==> config.mk <==
export PLATFORM = sky130hd
export DESIGN_NAME = alu_arbiter_flat
export DESIGN_NICKNAME = d
export VERILOG_FILES = /design/src/rtl/alu_pkg.sv /design/src/rtl/alu_arbiter_if.sv /design/src/rtl/arb2_rr.sv /design/src/rtl/alu_arbiter.sv /design/src/flat_wrapper.sv
export SDC_FILE = /design/constraint.sdc
export NUM_CORES = 1
export LEC_CHECK = 0
export ABC_AREA = 1
export CAP_MARGIN = 40
export CORE_MARGIN = 2
export CORE_UTILIZATION = 26
export DETAILED_ROUTE_END_ITERATION = 12
export GPL_TIMING_DRIVEN = 0
export PLACE_DENSITY = 0.79
export SYNTH_ARGS = -nofsm -noshare
export SYNTH_HDL_FRONTEND = slang
export SYNTH_SLANG_ARGS = --single-unit
==> constraint.sdc <==
create_clock -name clk -period 1.2 [get_ports clk]
set_input_delay 0.12 -clock clk [delete_from_list [all_inputs] [get_ports clk]]
set_output_delay 0.12 -clock clk [all_outputs]
set_load 0.01 [all_outputs]
==> src/rtl/alu_pkg.sv <==
// Shared definitions for the ALU arbiter: default widths, flag bit positions,
// opcode encoding and the response-register FSM states.
package alu_pkg;

   localparam int DATA_W_DEF = 16;
   localparam int FLAG_W_DEF = 4;

   localparam int FLAG_Z   = 0;
   localparam int FLAG_N   = 1;
   localparam int FLAG_C   = 2;
   localparam int FLAG_RSV = 3;

   typedef enum logic [2:0] {
      OP_ADD    = 3'b000,
      OP_SETC   = 3'b001,
      OP_SUB    = 3'b010,
      OP_AND    = 3'b011,
      OP_NOT    = 3'b100,
      OP_PASS_A = 3'b101,
      OP_PASS_B = 3'b110,
      OP_NOP    = 3'b111
   } alu_op_e;

   typedef enum logic {
      RSP_EMPTY = 1'b0,
      RSP_FULL  = 1'b1
   } rsp_state_e;

   // Pass-through and nop ops leave the architectural flags untouched.
   function automatic logic op_updates_flags(input logic [2:0] op);
      return !(op inside {OP_PASS_A, OP_PASS_B, OP_NOP});
   endfunction

endpackage

==> src/rtl/alu_arbiter_if.sv <==
// Bus bundle for the ALU arbiter: two requester ports, the ALU-side
// operand/result path, the response port and the architectural flags.
//   slave  : the arbiter side (drives ready, ALU inputs, response, flags_q)
//   master : the environment side (requesters, ALU, response consumer)
interface alu_arbiter_if
   import alu_pkg::*;
#(
   parameter int DATA_W = DATA_W_DEF,
   parameter int FLAG_W = FLAG_W_DEF
) ();

   logic              req0_valid;
   logic              req0_ready;
   logic [2:0]        req0_op;
   logic [DATA_W-1:0] req0_a;
   logic [DATA_W-1:0] req0_b;

   logic              req1_valid;
   logic              req1_ready;
   logic [2:0]        req1_op;
   logic [DATA_W-1:0] req1_a;
   logic [DATA_W-1:0] req1_b;

   logic [DATA_W-1:0] alu_operand1;
   logic [DATA_W-1:0] alu_operand2;
   logic [2:0]        alu_operation;
   logic [FLAG_W-1:0] alu_flags_in;
   logic [DATA_W-1:0] alu_result;
   logic [FLAG_W-1:0] alu_flags_out;

   logic              rsp_valid;
   logic              rsp_id;
   logic [DATA_W-1:0] rsp_result;
   logic [FLAG_W-1:0] rsp_flags;
   logic              rsp_ready;

   logic [FLAG_W-1:0] flags_q;

   modport slave (
      input  req0_valid, req0_op, req0_a, req0_b,
      input  req1_valid, req1_op, req1_a, req1_b,
      input  alu_result, alu_flags_out, rsp_ready,
      output req0_ready, req1_ready,
      output alu_operand1, alu_operand2, alu_operation, alu_flags_in,
      output rsp_valid, rsp_id, rsp_result, rsp_flags, flags_q
   );

   modport master (
      output req0_valid, req0_op, req0_a, req0_b,
      output req1_valid, req1_op, req1_a, req1_b,
      output alu_result, alu_flags_out, rsp_ready,
      input  req0_ready, req1_ready,
      input  alu_operand1, alu_operand2, alu_operation, alu_flags_in,
      input  rsp_valid, rsp_id, rsp_result, rsp_flags, flags_q
   );

endinterface

==> src/rtl/arb2_rr.sv <==
// Two-input arbiter. Grants at most one requester while en is high.
// Default: round-robin, pointer favours req0 out of reset and moves to the
// other requester after every grant.
// Build option ALU_ARB_FIXED_PRIO_EN: req0 always wins, no pointer (and no
// clock/reset ports, since there is no state).
// Ports: clk, reset_b (round-robin build only), en, req[1:0], gnt[1:0].
module arb2_rr (
`ifdef ALU_ARB_FIXED_PRIO_EN
`else
   input  logic       clk,
   input  logic       reset_b,
`endif
   input  logic       en,
   input  logic [1:0] req,
   output logic [1:0] gnt
);

`ifdef ALU_ARB_FIXED_PRIO_EN

   always_comb begin
      gnt = 2'b00;
      if (en) begin
         if (req[0])      gnt = 2'b01;
         else if (req[1]) gnt = 2'b10;
      end
   end

`else

   logic ptr_q;   // 1 = req1 favoured on contention

   always_comb begin
      gnt = 2'b00;
      if (en) begin
         if (req[0] && (!req[1] || !ptr_q)) gnt = 2'b01;
         else if (req[1])                   gnt = 2'b10;
      end
   end

   always_ff @(posedge clk or negedge reset_b) begin
      if (!reset_b)    ptr_q <= 1'b0;
      else if (gnt[0]) ptr_q <= 1'b1;
      else if (gnt[1]) ptr_q <= 1'b0;
   end

`endif

endmodule

==> src/rtl/alu_arbiter.sv <==
// Arbitrates two requesters onto one combinational ALU and captures the
// result in a single-entry response register. Owns the architectural flag
// register that is fed back to the ALU.
// Ports: clk, reset_b (async, active low), bus (alu_arbiter_if.slave).
// Build option ALU_ARB_FIXED_PRIO_EN: fixed req0 priority instead of
// round-robin.
//
// state     | meaning
// RSP_EMPTY | no response held; any valid request is accepted
// RSP_FULL  | response held on rsp_*; accept only when it drains this cycle
module alu_arbiter
   import alu_pkg::*;
#(
   parameter int DATA_W = DATA_W_DEF,
   parameter int FLAG_W = FLAG_W_DEF
) (
   input  logic         clk,
   input  logic         reset_b,
   alu_arbiter_if.slave bus
);

   rsp_state_e        state_q, state_d;
   logic              can_accept;
   logic              accept;
   logic              drain;
   logic [1:0]        req_vld;
   logic [1:0]        gnt;
   logic [2:0]        sel_op;
   logic [DATA_W-1:0] sel_a;
   logic [DATA_W-1:0] sel_b;
   logic              rsp_id_q;
   logic [DATA_W-1:0] rsp_result_q;
   logic [FLAG_W-1:0] rsp_flags_q;
   logic [FLAG_W-1:0] flags_q;

   assign req_vld = {bus.req1_valid, bus.req0_valid};

   arb2_rr u_arb (
`ifdef ALU_ARB_FIXED_PRIO_EN
`else
      .clk     (clk),
      .reset_b (reset_b),
`endif
      .en      (can_accept),
      .req     (req_vld),
      .gnt     (gnt)
   );

   always_ff @(posedge clk or negedge reset_b) begin
      if (!reset_b) state_q <= RSP_EMPTY;
      else          state_q <= state_d;
   end

   // reset_b gates acceptance so no ready leaks out while reset is held.
   always_comb begin
      state_d    = state_q;
      can_accept = 1'b0;
      drain      = 1'b0;
      accept     = 1'b0;
      case (state_q)
         RSP_EMPTY: can_accept = reset_b;
         RSP_FULL: begin
            drain      = bus.rsp_ready;
            can_accept = reset_b && bus.rsp_ready;
         end
         default: state_d = RSP_EMPTY;
      endcase
      accept = can_accept && (|req_vld);
      if (accept)     state_d = RSP_FULL;
      else if (drain) state_d = RSP_EMPTY;
   end

   always_comb begin
      sel_op = OP_NOP;
      sel_a  = '0;
      sel_b  = '0;
      if (gnt[0]) begin
         sel_op = bus.req0_op;
         sel_a  = bus.req0_a;
         sel_b  = bus.req0_b;
      end else if (gnt[1]) begin
         sel_op = bus.req1_op;
         sel_a  = bus.req1_a;
         sel_b  = bus.req1_b;
      end
   end

   // A nop never trusts the ALU output: result forced to zero and the
   // current flags reported back unchanged.
   always_ff @(posedge clk or negedge reset_b) begin
      if (!reset_b) begin
         rsp_id_q     <= 1'b0;
         rsp_result_q <= '0;
         rsp_flags_q  <= '0;
         flags_q      <= '0;
      end else if (accept) begin
         rsp_id_q <= gnt[1];
         if (sel_op == OP_NOP) begin
            rsp_result_q <= '0;
            rsp_flags_q  <= flags_q;
         end else begin
            rsp_result_q <= bus.alu_result;
            rsp_flags_q  <= bus.alu_flags_out;
         end
         if (op_updates_flags(sel_op)) flags_q <= bus.alu_flags_out;
      end
   end

   assign bus.req0_ready    = gnt[0];
   assign bus.req1_ready    = gnt[1];
   assign bus.alu_operand1  = sel_a;
   assign bus.alu_operand2  = sel_b;
   assign bus.alu_operation = sel_op;
   assign bus.alu_flags_in  = flags_q;
   assign bus.rsp_valid     = (state_q == RSP_FULL);
   assign bus.rsp_id        = rsp_id_q;
   assign bus.rsp_result    = rsp_result_q;
   assign bus.rsp_flags     = rsp_flags_q;
   assign bus.flags_q       = flags_q;

endmodule
==> src/flat_wrapper.sv <==
// flat-port wrapper written by rule: the top's interface ports become plain ports
module alu_arbiter_flat import alu_pkg::*;
#(
   parameter int DATA_W = DATA_W_DEF,
   parameter int FLAG_W = FLAG_W_DEF
)
  (clk, reset_b, bus_req0_valid, bus_req0_op, bus_req0_a, bus_req0_b, bus_req1_valid, bus_req1_op, bus_req1_a, bus_req1_b, bus_alu_result, bus_alu_flags_out, bus_rsp_ready, bus_req0_ready, bus_req1_ready, bus_alu_operand1, bus_alu_operand2, bus_alu_operation, bus_alu_flags_in, bus_rsp_valid, bus_rsp_id, bus_rsp_result, bus_rsp_flags, bus_flags_q);
  alu_arbiter_if #(.DATA_W(DATA_W), .FLAG_W(FLAG_W)) bus_i ();
  input  logic clk;
  input  logic reset_b;
  input wire logic [$bits(bus_i.req0_valid)-1:0] bus_req0_valid;
  input wire logic [$bits(bus_i.req0_op)-1:0] bus_req0_op;
  input wire logic [$bits(bus_i.req0_a)-1:0] bus_req0_a;
  input wire logic [$bits(bus_i.req0_b)-1:0] bus_req0_b;
  input wire logic [$bits(bus_i.req1_valid)-1:0] bus_req1_valid;
  input wire logic [$bits(bus_i.req1_op)-1:0] bus_req1_op;
  input wire logic [$bits(bus_i.req1_a)-1:0] bus_req1_a;
  input wire logic [$bits(bus_i.req1_b)-1:0] bus_req1_b;
  input wire logic [$bits(bus_i.alu_result)-1:0] bus_alu_result;
  input wire logic [$bits(bus_i.alu_flags_out)-1:0] bus_alu_flags_out;
  input wire logic [$bits(bus_i.rsp_ready)-1:0] bus_rsp_ready;
  output wire logic [$bits(bus_i.req0_ready)-1:0] bus_req0_ready;
  output wire logic [$bits(bus_i.req1_ready)-1:0] bus_req1_ready;
  output wire logic [$bits(bus_i.alu_operand1)-1:0] bus_alu_operand1;
  output wire logic [$bits(bus_i.alu_operand2)-1:0] bus_alu_operand2;
  output wire logic [$bits(bus_i.alu_operation)-1:0] bus_alu_operation;
  output wire logic [$bits(bus_i.alu_flags_in)-1:0] bus_alu_flags_in;
  output wire logic [$bits(bus_i.rsp_valid)-1:0] bus_rsp_valid;
  output wire logic [$bits(bus_i.rsp_id)-1:0] bus_rsp_id;
  output wire logic [$bits(bus_i.rsp_result)-1:0] bus_rsp_result;
  output wire logic [$bits(bus_i.rsp_flags)-1:0] bus_rsp_flags;
  output wire logic [$bits(bus_i.flags_q)-1:0] bus_flags_q;
  assign bus_i.req0_valid = bus_req0_valid;
  assign bus_i.req0_op = bus_req0_op;
  assign bus_i.req0_a = bus_req0_a;
  assign bus_i.req0_b = bus_req0_b;
  assign bus_i.req1_valid = bus_req1_valid;
  assign bus_i.req1_op = bus_req1_op;
  assign bus_i.req1_a = bus_req1_a;
  assign bus_i.req1_b = bus_req1_b;
  assign bus_i.alu_result = bus_alu_result;
  assign bus_i.alu_flags_out = bus_alu_flags_out;
  assign bus_i.rsp_ready = bus_rsp_ready;
  assign bus_req0_ready = bus_i.req0_ready;
  assign bus_req1_ready = bus_i.req1_ready;
  assign bus_alu_operand1 = bus_i.alu_operand1;
  assign bus_alu_operand2 = bus_i.alu_operand2;
  assign bus_alu_operation = bus_i.alu_operation;
  assign bus_alu_flags_in = bus_i.alu_flags_in;
  assign bus_rsp_valid = bus_i.rsp_valid;
  assign bus_rsp_id = bus_i.rsp_id;
  assign bus_rsp_result = bus_i.rsp_result;
  assign bus_rsp_flags = bus_i.rsp_flags;
  assign bus_flags_q = bus_i.flags_q;
  alu_arbiter #(.DATA_W(DATA_W), .FLAG_W(FLAG_W)) u_core (.clk(clk), .reset_b(reset_b), .bus(bus_i));
endmodule
* Word-level counts from Yosys, hierarchy flattened *
Index checks and enable logic that the tools add are counted.

word-level totals
  bits in registers = 27
  output and inout port bits = 67

operators by class
  muxes and demuxes = 17
  bitwise gates (word level) = 2
  reduce and logical (&&, ||, !) cells = 11
  equal/unequal tests = 3

operator list
  kind                                        number
  16-bit 2-to-1 mux                           5
  3-bit equality test, second input constant  3
  2-bit 2-to-1 mux                            3
  3-bit 2-to-1 mux                            2
  1-bit 2-to-1 mux                            5
  4-bit 2-to-1 mux                            1
  2-bit nonzero test                          2
  1-bit logical AND                           3
  3-bit nonzero test                          1
  1-bit zero test                             2
  1-bit NOT                                   2
  1-bit case mux with 2 select lines          1
  2-bit AND reduction                         1
  2-bit OR reduction                          1
  1-bit logical OR                            1

* Depth between registers and ports, before layout *
Gate-level depths: netlist (run 1).

  word-level depth = 11
  mapped depth = 11
  depth with buffers taken out = 10

* Cells and area by module *
Synthesis (run 1) repeated with hierarchy kept, for this count alone.

unflattened totals
  cell total of the unflattened synthesis = 274
  area total of the unflattened synthesis = 1754.2 um2

by module, submodules not included
  module       seq. area each (um2)  area an instance (um2)  cells an instance  times used
  alu_arbiter  650.6                 1700.4                  266                1
  arb2_rr      25.0                  53.8                    8                  1

* Worst setup path before layout (run 1) *
OpenSTA, ideal clock, no wires.

  path kind = register to output
  start point = reg u_core.state_q, in the netlist u_core.bus.rsp_valid
  end point = out bus_alu_operand2[10]
  setup slack = -0.267 ns
  buffers on the path = 1
  arrival = 1.347 ns
  required time = 1.080 ns
  stages on the path, launching flop included = 8
  cell sequence = dfrtp_1 inv_1 nor2_2 nor2_2 nand2_1 inv_2 buf_2 a22o_1

on the way
  cells in the longest elaborated chain, start to end = 5

RTL lines
  element                                 line                source
  start, declared                         alu_arbiter.sv:22   rsp_state_e state_q, state_d;
  start signal, assigned                  alu_arbiter.sv:51   else state_q <= state_d;
  1-bit NOT                               alu_arbiter.sv:60   case (state_q)
  1-bit case mux with 2 select lines (*)  alu_arbiter.sv:60
  2-bit 2-to-1 mux (*)                    arb2_rr.sv:34       if (en) begin
  via bus_req1_ready                      flat_wrapper.sv:23  output wire logic [$bits(bus_i.req1_ready)-1:0] bus_req1_ready;
  16-bit 2-to-1 mux (*)                   alu_arbiter.sv:81   end else if (gnt[1]) begin
  16-bit 2-to-1 mux (*)                   alu_arbiter.sv:77   if (gnt[0]) begin
  end, declared                           flat_wrapper.sv:25  output wire logic [$bits(bus_i.alu_operand2)-1:0] bus_alu_operand2;

The timed path passes the listed nets; every way through them passes the cells marked *.

* Worst setup path after layout (run 1) *
  start point = reg u_core.u_arb.ptr_q
  end point = out bus_alu_operand1[1]

on the way
  cells in the longest elaborated chain, start to end = 7

RTL lines
  element                 line                source
  start, declared         arb2_rr.sv:30       logic ptr_q;
  start signal, assigned  arb2_rr.sv:41       if (!reset_b) ptr_q <= 1'b0;
  start signal, assigned  arb2_rr.sv:42       else if (gnt[0]) ptr_q <= 1'b1;
  start signal, assigned  arb2_rr.sv:43       else if (gnt[1]) ptr_q <= 1'b0;
  1-bit zero test (*)     arb2_rr.sv:35       if (req[0] && (!req[1] || !ptr_q)) gnt = 2'b01;
  1-bit logical OR (*)    arb2_rr.sv:35
  1-bit logical AND (*)   arb2_rr.sv:35
  2-bit 2-to-1 mux (*)    arb2_rr.sv:35
  2-bit 2-to-1 mux (*)    arb2_rr.sv:34
  16-bit 2-to-1 mux       alu_arbiter.sv:81
  16-bit 2-to-1 mux (*)   alu_arbiter.sv:77
  end, declared           flat_wrapper.sv:24  output wire logic [$bits(bus_i.alu_operand1)-1:0] bus_alu_operand1;

Mark *: on every way between the ends. The rest lies on a longest branch, timed or not.

==> results.sh, run 1 <==
export IMPL_outcome="complete, but fails checks"
export IMPL_failing_checks="negative setup slack"
export IMPL_worst_path_max_fanout=6
export IMPL_detailedPlacementHpwl_mm=4.97
export IMPL_drc_errors=0
export IMPL_peakVddDrop_uv=738
export IMPL_clkTransAtPathRegs_ps=100
export IMPL_track_usage=0.192
export IMPL_min_clock_period_post_route_ps=1760
export IMPL_synthDominantCellAreaShare=0.424
export IMPL_met1_usage=0.210
export IMPL_setup_worst_path_class="reg -> out"
export IMPL_timing_max_transition_violations_final=0
export IMPL_cts_buffers=3
export IMPL_switching_share=0.362
export IMPL_pin_count_of_the_biggest_net_entering_global_routing=17
export IMPL_cts_path_max_buffers=2
export IMPL_synth_edf_count=0
export IMPL_finalSetupViolations=64
export IMPL_power_switching_w=0.00159
export IMPL_pin_count=162
export IMPL_power_density_nw_per_um2=1190
export IMPL_synthTopCellsByCount="nand2_1, a22o_1, dfrtp_1, inv_1"
export IMPL_register_area_sq_um=676
export IMPL_multiInputGateArea_sq_um=816
export IMPL_core_area_sq_um=5920
export IMPL_htree_levels=1
export IMPL_syn_instance_count=194
export IMPL_p_clk_frac=0.126
export IMPL_critical_path_required_ps=1080
export IMPL_detailroute_via_count=2159
export IMPL_pwr_share_comb=0.558
export IMPL_synth_top_area_cell="dfrtp_1"
export IMPL_p_seq_frac=0.316
export IMPL_detailedRoute_firstIterationViolations=52
export IMPL_die_height_microns=82.3
export IMPL_detail_route_vias_per_cell=4.55
export IMPL_die_area_sq_um=6780
export IMPL_nFillCells=572
export IMPL_rsz0062_at_grt="yes"
export IMPL_post_synth_instance_area_sq_um=1600
export IMPL_dpl_worst_slack_ps=-1590
export IMPL_post_synth_top_count_cell="nand2_1"
export IMPL_mappedNetlistNets=289
export IMPL_core_rowCount=28
export IMPL_grt_antenna_before_repair=1
export IMPL_start_util=0.269
export IMPL_route_final_wire_length_mm=7.05
export IMPL_grt_pass1_wl_mm=9.98
export IMPL_synth_seq_area_share=0.424
export IMPL_met2_usage=0.377
export IMPL_holdCritPathClass="in -> reg"
export IMPL_floorplan_die_width_microns=82.3
export IMPL_post_route_cells_drive_above_1_share=0.314
export IMPL_total_count_of_hold_check_failures_in_the_final_report=0
export IMPL_total_internal_power_w=0.00280
export IMPL_finish_utilization=0.623
export IMPL_first_global_vias=2065
export IMPL_gpl_final_weighted_congestion=0.760
export IMPL_max_slew_worst_pin_slew_ps=607
export IMPL_synth_ff_type="dfrtp_1"
export IMPL_async_reset_ff_frac=1.00
export IMPL_end_kind="primary output"
export IMPL_place_port_buffers=161
export IMPL_cts_root_buffer="clkbuf_8"
export IMPL_drt_first_pass_iters=4
export IMPL_final_critical_path_setup_slack_ps=-557
export IMPL_maxCapViolCount=0
export IMPL_gr_total_overflow=0
export IMPL_synthDistinctLibCells=19
export IMPL_wl_per_cell_microns=14.9
export IMPL_numClockSinks=27
export IMPL_fmaxAchievable_mhz=569
export IMPL_syn_avg_cell_area_sq_um=8.22
export IMPL_final_net_count=494
export IMPL_power_leakage_nw=1.88
export IMPL_synth_top_cells_by_area="dfrtp_1, a22o_1, nand2_1"
export IMPL_clock_insertion_delay_worst_skew_ps=280
export IMPL_yosys_warnings=0
export IMPL_grt_util_met3=0.0435
export IMPL_ys_seq_elements=27
export IMPL_area_growth_syn_to_layout_pct=131
export IMPL_slew_headroom=0.594
export IMPL_clock_skew_final_ps=4.42
export IMPL_tritoncts="done"
export IMPL_drtAntennaViolNets=0
export IMPL_timing_critical_path_arrival_ps=1640
export IMPL_critPathLaunchType="flop"
export IMPL_top_usage_layer="met2"
export IMPL_layout_worst_path_cycle_share=1.46
through the flow:
stage | hold slack (ps) | total power (W) | area, sq um | setup TNS (ps) | instances
floorplan | -176 | 0.00239 | 1650 | -8040 | 194
global placement | 456 | 0.00379 | 3350 | -122700 | 430
detailed placement | 465 | 0.00384 | 3370 | -84940 | 431
CTS | 356 | 0.00434 | 3610 | -28350 | 463
global route | 361 | 0.00470 | 3690 | -33660 | 474
finish | 355 | 0.00439 | 3690 | -27690 | 474
path summary, 6_finish.rpt:
kind                                                     startpoint                                    to  slack (ps)  cells after the start
worst max register to register     u_core.bus.rsp_valid$_DFFE_PN0P_   u_core.bus.rsp_flags[2]$_DFFE_PN0P_        -430                     12
max in group asynchronous                                   reset_b         u_core.bus.rsp_id$_DFFE_PN0P_         280                      2
worst max-delay path                 u_core.u_arb.ptr_q$_DFFE_PN0P_                   bus_alu_operand1[1]        -560                      8
min in group asynchronous                                   reset_b  u_core.bus.rsp_result[2]$_DFFE_PN0P_         460                      3
worst min-delay path                                 bus_req0_valid         u_core.bus.rsp_id$_DFFE_PN0P_         350                      5
worst min register to register  u_core.bus.rsp_flags[3]$_DFFE_PN0P_   u_core.bus.rsp_flags[3]$_DFFE_PN0P_         470                      2
critical path: stages, from the launching register on:
cell	delay (ps)
dfrtp_1	430
inv_2	100
a21oi_4	70
nand2_2	100
clkinv_4	100
buf_6	130
buf_6	100
a22o_1	210
buf_6	120
power groups by stage:
stage / clock network [W] / registers [W] / logic, W
2_1_floorplan: 0 / 0.00155 / 0.000846
3_3_place_gp: 0 / 0.00140 / 0.00238
3_5_place_dp: 0 / 0.00142 / 0.00242
4_1_cts: 0.000562 / 0.00139 / 0.00239
5_1_grt: 0.000619 / 0.00144 / 0.00265
6_report: 0.000553 / 0.00139 / 0.00245
cells by family (layout without fill, tap and decap cells):
logic type	after synthesis	count (layout)	share of synthesized area
flip-flops	27	27	0.424
AND/OR/NAND/NOR	90	91	0.242
AO/OA/AOI/OAI	41	41	0.217
buffers and inverters	36	239	0.118
other	0	1	0
placed cells by master, fill, tap and decap left out, types with 4 or more instances in the layout:
cell,count
clkdlybuf4s50_1,92
nand2_1,64
buf_6,36
a22o_1,32
buf_2,30
dfrtp_1,27
dlygate4sd2_1,26
buf_4,17
inv_1,14
nand2_2,6
nand3_1,6
inv_2,5
nand3_2,5
o21ai_1,5
clkbuf_2,5
nor2_4,4
metal layers:
metal | up-vias | share of wire
met4 | 0 | 0.0045
met3 | 4 | 0.093
li1 | 1050 | -
met5 | - | 0
met2 | 85 | 0.55
met1 | 1020 | 0.36
flip-flops by register name (all words and copies together) (netlist names):
name / flops
u_core.bus.alu_flags_in: 4
u_core.bus.rsp_flags: 4
u_core.bus.rsp_id: 1
u_core.bus.rsp_result: 16
u_core.bus.rsp_valid: 1
u_core.u_arb.ptr_q: 1
area by class of cell:
cell class,instances,area share
sequential,27,0.183
tap,75,0.0254
multi-input combinational,132,0.221
inverter,21,0.0234
timing repair buffer,200,0.492
antenna,1,0.000678
buffer,14,0.0407
clock inverter,1,0.00204
clock buffer,3,0.0112
timing repair:
action | 4_1_cts | 5_1_grt
pin swaps | 10 | 16
gates resized for setup | 206 | 44
hold buffers | 2 | 0
gates cloned | 8 | 1
buffers inserted | 20 | 9
hold endpoints to repair | 13 | 0
setup endpoints to repair | 94 | 68
No activity file was read; power rests on OpenSTA's default activity.
==> run 2: changes to the inputs <==
--- a/config.mk
+++ b/config.mk
@@ -8,9 +8,11 @@
 export ABC_AREA = 1
 export CAP_MARGIN = 40
+export CELL_PAD_IN_SITES_DETAIL_PLACEMENT = 0
+export CELL_PAD_IN_SITES_GLOBAL_PLACEMENT = 1
 export CORE_MARGIN = 2
-export CORE_UTILIZATION = 26
+export CORE_UTILIZATION = 17
 export DETAILED_ROUTE_END_ITERATION = 12
 export GPL_TIMING_DRIVEN = 0
-export PLACE_DENSITY = 0.79
+export PLACE_DENSITY = 0.8
 export SYNTH_ARGS = -nofsm -noshare
 export SYNTH_HDL_FRONTEND = slang
==> constraint.sdc (replaced) <==
create_clock -name clk -period 1.2 [get_ports clk]
set_input_delay 0.18 -clock clk [delete_from_list [all_inputs] [get_ports clk]]
set_output_delay 0.18 -clock clk [all_outputs]
set_load 0.01 [all_outputs]
==> results.sh, run 2 (synthesized netlist as in run 1, its figures left out) <==
export IMPL_outcome="complete, but fails checks"
export IMPL_failing_checks="negative setup slack"
export IMPL_dpl_worst_slack_ps=-1810
export IMPL_pin_count=162
export IMPL_grt_pass1_wl_mm=9.79
export IMPL_total_count_of_hold_check_failures_in_the_final_report=0
export IMPL_layout_worst_path_cycle_share=1.48
export IMPL_fmaxAchievable_mhz=564
export IMPL_holdCritPathClass="in -> reg"
export IMPL_grt_antenna_before_repair=0
export IMPL_critPathLaunchType="flop"
export IMPL_post_route_cells_drive_above_1_share=0.345
export IMPL_gr_total_overflow=0
export IMPL_numClockSinks=27
export IMPL_power_leakage_nw=1.83
export IMPL_detailroute_via_count=2076
export IMPL_drtAntennaViolNets=0
export IMPL_r2r_worst_path_cells=12
export IMPL_start_util=0.174
export IMPL_power_w=0.00441
export IMPL_finish_utilization=0.403
export IMPL_clkTransAtPathRegs_ps=90
export IMPL_die_height_microns=101
export IMPL_track_usage=0.120
export IMPL_final_net_count=482
export IMPL_detailedRoute_firstIterationViolations=20
export IMPL_die_area_sq_um=10200
export IMPL_cts_buffers=3
export IMPL_grt_util_met3=0.0444
export IMPL_tritoncts="done"
export IMPL_power_density_nw_per_um2=1190
export IMPL_top_usage_layer="met2"
export IMPL_layoutNonFillerInstCount=497
export IMPL_maxCapViolCount=0
export IMPL_area_growth_syn_to_layout_pct=131
export IMPL_slew_headroom=0.624
export IMPL_layout_cells_most_common="clkdlybuf4s50_1"
export IMPL_most_common_layout_cells="clkdlybuf4s50_1, nand2_1, a22o_1, buf_2, dfrtp_1"
export IMPL_first_global_vias=2004
export IMPL_max_slew_worst_pin_slew_ps=562
export IMPL_setup_worst_path_class="reg -> out"
export IMPL_final_critical_path_setup_slack_ps=-573
export IMPL_end_kind="primary output"
export IMPL_core_area_sq_um=9150
export IMPL_cts_root_buffer="clkbuf_8"
export IMPL_rsz0062_at_grt="yes"
export IMPL_htree_levels=1
export IMPL_pin_count_of_the_biggest_net_entering_global_routing=17
export IMPL_timing_max_transition_violations_final=0
export IMPL_met2_usage=0.229
export IMPL_timing_hold_worst_path_depth=3
export IMPL_finalSetupViolations=64
export IMPL_number_of_flip_flops_in_the_largest_register=16
export IMPL_place_area_sq_um=3430
export IMPL_gpl_final_weighted_congestion=0.691
export IMPL_clock_skew_final_ps=6.24
export IMPL_core_rowCount=35
export IMPL_drc_errors=0
export IMPL_clock_insertion_delay_worst_skew_ps=280
export IMPL_timing_critical_path_arrival_ps=1590
export IMPL_peakVddDrop_uv=800
export IMPL_critical_path_required_ps=1020
export IMPL_n_antenna_cell=0
export IMPL_place_port_buffers=161
export IMPL_wl_per_cell_microns=14.1
export IMPL_detailedPlacementHpwl_mm=5.23
export IMPL_met1_usage=0.131
export IMPL_drt_first_pass_iters=4
export IMPL_cts_path_max_buffers=2
export IMPL_route_final_wire_length_mm=6.99
export IMPL_min_clock_period_post_route_ps=1770
export IMPL_worst_path_max_fanout=6
export IMPL_dp_cells=467
export IMPL_floorplan_die_width_microns=101
export IMPL_post_route_cell_area_sq_um=3690
export IMPL_detail_route_vias_per_cell=4.18
[run 2: changes by cell type in the layout (fill, tap and decap cells not counted), sizes merged]
cell / delta
diode: -1
clkdlybuf4s15: +3
clkdlybuf4s50: +1
clkbuf: -4
buf: -7
dlymetal6s2s: -1
dlygate4sd2: -4
inv: +1
clkinv: -1
[run 2: routing by layer]
metal | share of wire | up-vias
met5 | 0 | -
met4 | 0.0020 | 0
met3 | 0.12 | 3
met2 | 0.50 | 107
met1 | 0.38 | 944
li1 | - | 1022
[run 2: where the power goes]
part	internal (W)	switching, W
clock network	0.000236	0.000302
logic	0.00135	0.00112
registers	0.00122	0.000180
[run 2: final cells by class]
| class | instances | area (sq um) |
|---|---|---|
| clock inverter | 1 | 7.51 |
| clock buffer | 3 | 41.3 |
| tap | 111 | 139 |
| buffer | 9 | 109 |
| multi-input combinational | 132 | 873 |
| fill | 941 | 5470 |
| sequential | 27 | 676 |
| inverter | 21 | 88.8 |
| timing repair buffer | 193 | 1750 |
[run 2: what timing repair did]
action | 4_1_cts | 5_1_grt
pin swaps | 7 | 26
hold buffers | 2 | 0
cloned | 3 | 1
gates resized for setup | 195 | 77
endpoints found under the setup margin | 94 | 70
buffers inserted | 16 | 12
hold endpoints to repair | 12 | 0
[run 2: metrics by stage]
step	hold slack, ps	setup TNS (ps)
after floorplan	-116	-9800
after global placement	463	-137210
after detailed placement	469	-95610
after CTS	347	-31650
after global routing	413	-37220
final	428	-29480
[run 2: critical path, cell delays in order, from the launching register on]
cell and delay, ps:
dfrtp_1 390, inv_2 80, nor2_4 40, nor2_4 150
and2_4 200, buf_6 120, buf_6 110, a22o_1 110
buf_2 120
[run 2: worst paths after layout]
| check | slack (ps) | endpoint | startpoint |
|---|---|---|---|
| worst max-delay path | -570 | bus_alu_operand2[10] | u_core.bus.rsp_valid$_DFFE_PN0P_ |
| worst min-delay path | 430 | u_core.bus.rsp_result[2]$_DFFE_PN0P_ | bus_alu_result[2] |
| worst max register to register | -450 | u_core.bus.rsp_flags[1]$_DFFE_PN0P_ | u_core.u_arb.ptr_q$_DFFE_PN0P_ |
| worst min register to register | 480 | u_core.bus.rsp_result[5]$_DFFE_PN0P_ | u_core.bus.rsp_result[5]$_DFFE_PN0P_ |
| max in group asynchronous | 360 | u_core.bus.rsp_flags[0]$_DFFE_PN0P_ | reset_b |
| min in group asynchronous | 460 | u_core.bus.rsp_flags[3]$_DFFE_PN0P_ | reset_b |
==> run 3: changes to the inputs <==
--- a/config.mk
+++ b/config.mk
@@ -15,4 +15,5 @@
 export GPL_TIMING_DRIVEN = 0
 export PLACE_DENSITY = 0.8
+export SKIP_CTS_REPAIR_TIMING = 1
 export SYNTH_ARGS = -nofsm -noshare
 export SYNTH_HDL_FRONTEND = slang
==> constraint.sdc (replaced) <==
create_clock -name clk -period 1.2 [get_ports clk]
set_input_delay 0.36 -clock clk [delete_from_list [all_inputs] [get_ports clk]]
set_output_delay 0.36 -clock clk [all_outputs]
set_load 0.01 [all_outputs]
==> results.sh, run 3 (synthesized netlist as in run 1, its figures left out) <==
export IMPL_pin_count_of_the_biggest_net_entering_global_routing=18
export IMPL_pin_count=162
export IMPL_switching_share=0.359
export IMPL_p_clk_frac=0.129
export IMPL_numClockSinks=27
export IMPL_clock_insertion_delay_worst_skew_ps=280
export IMPL_maxCapViolCount=0
export IMPL_htree_levels=1
export IMPL_final_net_count=481
export IMPL_wl_per_cell_microns=13.2
export IMPL_failing_checks="negative setup slack"
export IMPL_track_usage=0.109
export IMPL_post_route_cells_drive_above_1_share=0.325
export IMPL_total_internal_power_w=0.00282
export IMPL_min_clock_period_post_route_ps=1950
export IMPL_setup_worst_path_class="reg -> out"
export IMPL_timing_hold_ws_ps=35.9
export IMPL_floorplan_die_width_microns=101
export IMPL_timing_critical_path_arrival_ps=1590
export IMPL_grt_antenna_before_repair=0
export IMPL_layout_cells_most_common="clkdlybuf4s50_1"
export IMPL_start_util=0.174
export IMPL_timing_max_transition_violations_final=0
export IMPL_n_antenna_cell=0
export IMPL_max_slew_worst_pin_slew_ps=549
export IMPL_number_of_flip_flops_in_the_largest_register=16
export IMPL_critPathLaunchType="flop"
export IMPL_cts_buffers=3
export IMPL_die_area_sq_um=10200
export IMPL_layout_worst_path_cycle_share=1.62
export IMPL_slew_headroom=0.633
export IMPL_layoutNonFillerInstCount=496
export IMPL_rsz0062_at_grt="yes"
export IMPL_core_area_sq_um=9150
export IMPL_fmaxAchievable_mhz=513
export IMPL_route_final_wire_length_mm=6.56
export IMPL_total_count_of_hold_check_failures_in_the_final_report=0
export IMPL_area_growth_syn_to_layout_pct=122
export IMPL_outcome="complete, but fails checks"
export IMPL_cts_path_max_buffers=2
export IMPL_final_critical_path_setup_slack_ps=-748
export IMPL_gr_total_overflow=0
export IMPL_first_global_vias=1846
export IMPL_dp_cells=467
export IMPL_power_leakage_nw=1.86
export IMPL_slowest_delay_ps=430
export IMPL_finalSetupViolations=71
export IMPL_gpl_final_weighted_congestion=0.711
export IMPL_peakVddDrop_uv=873
export IMPL_p_seq_frac=0.323
export IMPL_critical_path_required_ps=840
export IMPL_clock_skew_final_ps=11.2
export IMPL_die_height_microns=101
export IMPL_drc_errors=0
export IMPL_timing_critical_path_slowest_stage_cell="dfrtp_1"
export IMPL_worst_path_max_fanout=10
export IMPL_drt_first_pass_iters=4
export IMPL_detail_route_vias_per_cell=4.12
export IMPL_power_density_nw_per_um2=1240
export IMPL_pwr_share_comb=0.548
export IMPL_drtAntennaViolNets=0
export IMPL_end_kind="primary output"
export IMPL_power_switching_w=0.00158
export IMPL_place_port_buffers=161
export IMPL_tritoncts="done"
export IMPL_detailedPlacementHpwl_mm=5.08
export IMPL_worstPathCellList="inv_2, a21oi_4, nand2_2, clkinv_4, buf_6, a22o_1, buf_2"
export IMPL_most_common_layout_cells="clkdlybuf4s50_1, nand2_1, a22o_1"
export IMPL_detailedRoute_firstIterationViolations=40
export IMPL_holdCritPathClass="in -> async"
export IMPL_detailroute_via_count=2044
export IMPL_cts_root_buffer="clkbuf_8"
export IMPL_clkTransAtPathRegs_ps=110
export IMPL_grt_pass1_wl_mm=8.98
export IMPL_core_rowCount=35
## run 3: path summary, 6_finish.rpt
kind,start,end,slack [ps],cells after the start
min in group clk,bus_rsp_ready,u_core.bus.rsp_valid$_DFFE_PN0P_,350,2
max in group asynchronous,reset_b,u_core.u_arb.ptr_q$_DFFE_PN0P_,160,2
max,u_core.u_arb.ptr_q$_DFFE_PN0P_,bus_alu_operand1[12],-750,7
max reg2reg,u_core.u_arb.ptr_q$_DFFE_PN0P_,u_core.bus.rsp_result[2]$_DFFE_PN0P_,-500,12
min,reset_b,u_core.bus.rsp_flags[3]$_DFFE_PN0P_,40,2
min reg2reg,u_core.bus.rsp_flags[0]$_DFFE_PN0P_,u_core.bus.rsp_flags[0]$_DFFE_PN0P_,490,2
## run 3: layout make-up
cell class / count / area [sq um]
timing repair buffer: 188 / 1640
sequential: 27 / 676
multi-input combinational: 131 / 779
fill: 940 / 5610
clock inverter: 1 / 8.76
tap: 111 / 139
inverter: 21 / 86.3
buffer: 14 / 169
clock buffer: 3 / 41.3
## run 3: per-stage QoR
stage	instance area [sq um]	TNS, ps	setup slack (ps)	util	power, W
3_3_place_gp	3400	-163510	-2650	0.371	0.00382
2_1_floorplan	1650	-16270	-391	-	0.00240
3_5_place_dp	3430	-114240	-2130	0.374	0.00385
5_1_grt	3540	-42280	-817	0.387	0.00472
6_report	3540	-36150	-748	0.387	0.00441
4_1_cts	3480	-112120	-2130	0.380	0.00445
## run 3: routing by layer
metal  vias up  part of all wire  track usage
met1       912              0.42        0.133
met2       102              0.48        0.193
met4         0            0.0047       0.0190
li1       1025                 -            -
met5         -                 0            0
met3         5              0.10       0.0319
## run 3: power by group through the flow
stage	Clock [W]	Sequential [W]	Combinational, W
2_1_floorplan	0	0.00155	0.000853
6_report	0.000569	0.00142	0.00241
3_3_place_gp	0	0.00141	0.00241
4_1_cts	0.000600	0.00141	0.00244
5_1_grt	0.000651	0.00146	0.00261
3_5_place_dp	0	0.00142	0.00243
## run 3: worst max-delay path: cells and delay by family, from the launching register on
family                 cells  cell delay [ps]
buffers and inverters      4              490
flip-flops                 1              430
AO/OA/AOI/OAI              2              290
AND/OR/NAND/NOR            1              100
